File: src/rtl/vga_timing_gen.sv
// Parametrised VGA raster timing generator: pixel-clock divider, h/v counters, registered sync/blank/strobes.
// Define VGA_TESTPAT_EN to add a 3-bit rgb colour-bar test pattern output.
module vga_timing_gen #(
  parameter int H_ACTIVE = 640,
  parameter int H_FP     = 16,
  parameter int H_SYNC_W = 96,
  parameter int H_BP     = 48,
  parameter int V_ACTIVE = 480,
  parameter int V_FP     = 10,
  parameter int V_SYNC_W = 2,
  parameter int V_BP     = 33,
  parameter int H_POL    = 0,
  parameter int V_POL    = 0,
  parameter int CLK_DIV  = 2,
  parameter int CNT_W    = 10
) (
  input  logic             clk,
  input  logic             rst,
  input  logic             en,
  output logic [CNT_W-1:0] x,
  output logic [CNT_W-1:0] y,
  output logic             h_sync,
  output logic             v_sync,
  output logic             video_on,
  output logic             pix_tick,
  output logic             line_start,
  output logic             frame_start
`ifdef VGA_TESTPAT_EN
  ,
  output logic [2:0]       rgb
`endif
);

  localparam int H_TOTAL = H_ACTIVE + H_FP + H_SYNC_W + H_BP;
  localparam int V_TOTAL = V_ACTIVE + V_FP + V_SYNC_W + V_BP;
  localparam int DIV_W   = (CLK_DIV > 1) ? $clog2(CLK_DIV) : 1;

  localparam logic [DIV_W-1:0] DIV_LAST = DIV_W'(CLK_DIV - 1);
  localparam logic [CNT_W-1:0] H_LAST   = CNT_W'(H_TOTAL - 1);
  localparam logic [CNT_W-1:0] V_LAST   = CNT_W'(V_TOTAL - 1);
  localparam logic [CNT_W-1:0] H_ACT    = CNT_W'(H_ACTIVE);
  localparam logic [CNT_W-1:0] V_ACT    = CNT_W'(V_ACTIVE);
  localparam logic [CNT_W-1:0] HS_BEG   = CNT_W'(H_ACTIVE + H_FP);
  localparam logic [CNT_W-1:0] HS_END   = CNT_W'(H_ACTIVE + H_FP + H_SYNC_W - 1);
  localparam logic [CNT_W-1:0] VS_BEG   = CNT_W'(V_ACTIVE + V_FP);
  localparam logic [CNT_W-1:0] VS_END   = CNT_W'(V_ACTIVE + V_FP + V_SYNC_W - 1);
  localparam logic             H_ON     = (H_POL != 0);
  localparam logic             V_ON     = (V_POL != 0);

  logic [DIV_W-1:0] div_q, div_d;
  logic [CNT_W-1:0] h_cnt_q, h_cnt_d, v_cnt_q, v_cnt_d;
  logic             tick, h_wrap, v_wrap;
  logic             hs_d, vs_d, vid_d;

  // Strobes raised at the counter update; delayed one stage to line up with x/y.
  logic [2:0]       stb_q;  // {frame, line, pix}

  logic [CNT_W-1:0] x_q, y_q;
  logic             hs_q, vs_q, vid_q, pt_q, ls_q, fs_q;

  always_comb begin
    tick    = en && (div_q == DIV_LAST);
    h_wrap  = (h_cnt_q == H_LAST);
    v_wrap  = (v_cnt_q == V_LAST);
    div_d   = div_q;
    h_cnt_d = h_cnt_q;
    v_cnt_d = v_cnt_q;
    if (en) div_d = tick ? '0 : div_q + 1'b1;
    if (tick) begin
      h_cnt_d = h_wrap ? '0 : h_cnt_q + 1'b1;
      if (h_wrap) v_cnt_d = v_wrap ? '0 : v_cnt_q + 1'b1;
    end
    hs_d  = (h_cnt_q >= HS_BEG && h_cnt_q <= HS_END) ? H_ON : ~H_ON;
    vs_d  = (v_cnt_q >= VS_BEG && v_cnt_q <= VS_END) ? V_ON : ~V_ON;
    vid_d = (h_cnt_q < H_ACT) && (v_cnt_q < V_ACT);
  end

  always_ff @(posedge clk or posedge rst) begin
    if (rst) begin
      div_q   <= '0;
      h_cnt_q <= '0;
      v_cnt_q <= '0;
      stb_q   <= '0;
    end else begin
      div_q   <= div_d;
      h_cnt_q <= h_cnt_d;
      v_cnt_q <= v_cnt_d;
      // Held while frozen so a pending pixel strobe is delivered on resume.
      if (en) stb_q <= {tick && h_wrap && v_wrap, tick && h_wrap, tick};
    end
  end

  always_ff @(posedge clk or posedge rst) begin
    if (rst) begin
      x_q   <= '0;
      y_q   <= '0;
      hs_q  <= ~H_ON;
      vs_q  <= ~V_ON;
      vid_q <= 1'b0;
      pt_q  <= 1'b0;
      ls_q  <= 1'b0;
      fs_q  <= 1'b0;
    end else if (en) begin
      x_q   <= h_cnt_q;
      y_q   <= v_cnt_q;
      hs_q  <= hs_d;
      vs_q  <= vs_d;
      vid_q <= vid_d;
      pt_q  <= stb_q[0];
      ls_q  <= stb_q[1];
      fs_q  <= stb_q[2];
    end else begin
      pt_q  <= 1'b0;
      ls_q  <= 1'b0;
      fs_q  <= 1'b0;
    end
  end

  assign x           = x_q;
  assign y           = y_q;
  assign h_sync      = hs_q;
  assign v_sync      = vs_q;
  assign video_on    = vid_q;
  assign pix_tick    = pt_q;
  assign line_start  = ls_q;
  assign frame_start = fs_q;

`ifdef VGA_TESTPAT_EN
  localparam logic [CNT_W-1:0] BAR_W = CNT_W'((H_ACTIVE >= 8) ? H_ACTIVE / 8 : 1);

  logic [CNT_W-1:0] bar;
  logic [2:0]       rgb_d, rgb_q;

  // Bars run white (7) down to black (0); any remainder column past bar 7 is blank.
  always_comb begin
    bar   = h_cnt_q / BAR_W;
    rgb_d = (vid_d && bar < CNT_W'(8)) ? 3'd7 - bar[2:0] : 3'd0;
  end

  always_ff @(posedge clk or posedge rst) begin
    if (rst)     rgb_q <= 3'd0;
    else if (en) rgb_q <= rgb_d;
  end

  assign rgb = rgb_q;
`endif

endmodule
File: config.mk
export PLATFORM = sky130hd
export DESIGN_NAME = vga_timing_gen
export DESIGN_NICKNAME = d
export VERILOG_FILES = /design/src/rtl/vga_timing_gen.sv
export SDC_FILE = /design/constraint.sdc
export NUM_CORES = 1
export LEC_CHECK = 0
export BUFFER_PORTS_ARGS = -buffer_cell sky130_fd_sc_hd__buf_2
export CAP_MARGIN = 20
export CORE_UTILIZATION = 39
export CTS_CLUSTER_DIAMETER = 80
export DETAILED_ROUTE_END_ITERATION = 6
export SLEW_MARGIN = 20
export SYNTH_ARGS = -nofsm -noshare
export SYNTH_HDL_FRONTEND = slang
export SYNTH_SLANG_ARGS = --single-unit
File: constraint.sdc
create_clock -name clk -period 2.5 [get_ports clk]
set_input_delay 0.25 -clock clk [delete_from_list [all_inputs] [get_ports clk]]
set_output_delay 0.25 -clock clk [all_outputs]
set_load 0.02 [all_outputs]
==> metrics.cfg <==
[outcome]
status = completed

[sta]
skew_ns = 0.00956
timing.setup.tns_ns = 0
slew_violations = 0
setup_viol = 0
fmax_ghz = 0.547
rsz0062_at_grt = no
period_share_pct = 73.1
relSlewSlack_pct = 64.5
worst_pin_slew_ns = 0.528
setup_slack_ns = 0.673
hold_viol_final = 0
period_minus_slack_ns = 1.83

[worst_setup_path]
critPathTopFamily = simple AND/OR/NAND/NOR gates
path_cells = ha_1, nand3_2, nor4_4, o21ai_1, a22o_1
arrival_ns = 2.01
crit_required_ns = 2.69
cp_slowest_stage_delay_ns = 0.53
critPathBufInv = 0
cp-end-kind = flop
path_class = flop to flop
cpMaxStageDelayCell = nor4_4
cp_max_fo = 9
setup.worst_path.start_class = flop
r2r_setup_slack_ns = 0.67

[layout]
final_common_cell = dfrtp_1
synthToLayoutAreaGrowth_pct = 13.9
layout_common_cells = 48 x dfrtp_1, 28 x buf_2, 20 x mux2_2
fin_nets = 230
multiInputGateArea_um2 = 966
nFillCells = 559
fin_area_um2 = 2590
drive_gt1_share_pct = 31.8
finish.utilization_pct = 46.4
seq_area_um2 = 1250
num_antenna_cells = 0

[route]
firstDrtPassIters = 4
avgRoutedWirePerCell_um = 14.3
first_iter_violations = 42
avgViaCountPerCell = 5.13
drtAntennaViolNets = 0
drcViolationCount = 0
via_count = 1512
wirelength_um = 4230

[floorplanning]
die_area_um2 = 6140
dieHeight_um = 78.4
pin_count = 29
fp-row-count = 27
initial_core_util_pct = 40.8
core_area_um2 = 5570
die_w_um = 78.4

[placement]
place_congestion = 0.840
postPlaceCellArea_um2 = 2500
dpl.hpwl_um = 2950
dp_slack_ns = 0.642
io_buffers = 28

[global_route]
overflow = 0
grt_max_degree = 33
grt_pass1_wl_um = 7350
grt_pass1_vias = 1455
track_usage_pct = 15.7
antenna_found_initial = 0

[yosys]
netlist_top_cells_area = dfrtp_1 53%, mux2_2 9.9%, ha_1 2.8%
ys_ff_latch = 50
netlist_area_um2 = 2270
synth_area_leader_cell = dfrtp_1
yosys_warnings = 0
netlist_instances = 188
yosysSeqAreaShare_pct = 55.1
synth_top_area_share_pct = 52.8
postSynthAreaPerCell_um2 = 12.1
synth_cell_types = 43
synth_fp_nets = 196

[clocking]
insertion_delay_ns = 0.30
clkTransAtPathRegs_ns = 0.09
clkSinkCount = 50
htreeDepth = 2
post_cts_resize_count = 0
cts_root_buf = clkbuf_8
cts_tree = built
clk_path_buf_depth = 2
cts_buffers = 5

[pwr]
p_per_area_nw_per_um2 = 683
p_leak_nw = 1.24
p_total_mw = 1.77
peakVddDrop_uv = 462

[flow_run]
drv_cap = 0

[min_path]
hold_path_class = primary input to flop

per-layer routing:
layer  up-vias  GRT usage, %  routed length (µm)
met4         0          5.37                  58
li1        739             -                   -
met5         -             0                   0
met1       746          22.5                2140
met3         6          3.84                 126
met2        21          23.2                1900
cell type report:
cell class / count / area share, %
Multi-Input combinational cell: 126 / 37.3
Inverter: 7 / 1.01
Sequential cell: 50 / 48.4
Clock buffer: 8 / 3.09
Timing Repair Buffer: 32 / 6.67
Tap cell: 72 / 3.48
cells in the mapped netlist, drive strengths merged:
| cell | n |
|---|---|
| and2 | 6 |
| nor2 | 11 |
| mux2 | 20 |
| nor4 | 3 |
| or3 | 2 |
| nand3 | 8 |
| and2b | 1 |
| a32o | 1 |
| nor3 | 4 |
| nand2b | 1 |
| xor2 | 5 |
| and3 | 2 |
| and4b | 1 |
| o21ai | 12 |
| clkbuf | 2 |
| nand4 | 8 |
| buf | 3 |
| and4 | 2 |
| a21oi | 3 |
| or2 | 2 |
| nor3b | 1 |
| ha | 5 |
| a22o | 4 |
| o211ai | 2 |
| xnor2 | 5 |
| a21o | 3 |
| dfrtp | 48 |
| o31ai | 2 |
| nand2 | 10 |
| dfstp | 2 |
| a31oi | 1 |
| nand4b | 1 |
| inv | 7 |
per-stage QoR:
| step | hold slack (ns) | instances |
|---|---|---|
| after floorplan | 0.430 | 188 |
| after global placement | 0.259 | 286 |
| after detailed placement | 0.265 | 286 |
| after CTS | 0.454 | 295 |
| after global routing | 0.454 | 295 |
| final | 0.441 | 295 |
registers in the layout, indices dropped and copies added, names as in the netlist:
| name | cells |
|---|---|
| h_cnt_q | 10 |
| v_cnt_q | 10 |
| x | 10 |
| y | 10 |
| stb_q | 3 |
| div_q | 1 |
| frame_start | 1 |
| h_sync | 1 |
| line_start | 1 |
| pix_tick | 1 |
| v_sync | 1 |
| video_on | 1 |
logic make-up after synthesis:
group                      Yosys count  share of synthesized area, %
and+or+nand+nor                     63                          18.1
DFF                                 50                          55.1
AOI/OAI and AO/OA                   28                          7.87
muxes                               20                          9.91
buffers and inverters               12                          2.37
xor gates and xnor gates            10                          3.85
adders and majority gates            5                          2.75
final timing paths:
kind	cells past startpoint	start	endpoint
max	5	h_cnt_q[0]$_DFFE_PP0P_	v_cnt_q[9]$_DFFE_PP0P_
min	2	en	div_q$_DFFE_PP0P_
max reg2reg	5	h_cnt_q[0]$_DFFE_PP0P_	v_cnt_q[9]$_DFFE_PP0P_
min reg2reg	1	stb_q[2]$_DFFE_PP0P_	stb_q[2]$_DFFE_PP0P_
max in group asynchronous	4	rst	v_sync$_DFFE_PP1P_
min in group asynchronous	3	rst	x[0]$_DFFE_PP0P_
power breakdown:
group / switching, mW / total [mW] / internal, mW / leakage, nW
combinational: 0.183 / 0.315 / 0.132 / 0.536
clock: 0.248 / 0.447 / 0.199 / 0.0395
sequential: 0.102 / 1.01 / 0.903 / 0.669
what timing repair did:
action,CTS,global route
hold buffers,1,0
setup buffers,0,0
hold endpoints to repair,18,0
(Power assumes the default switching activity.)
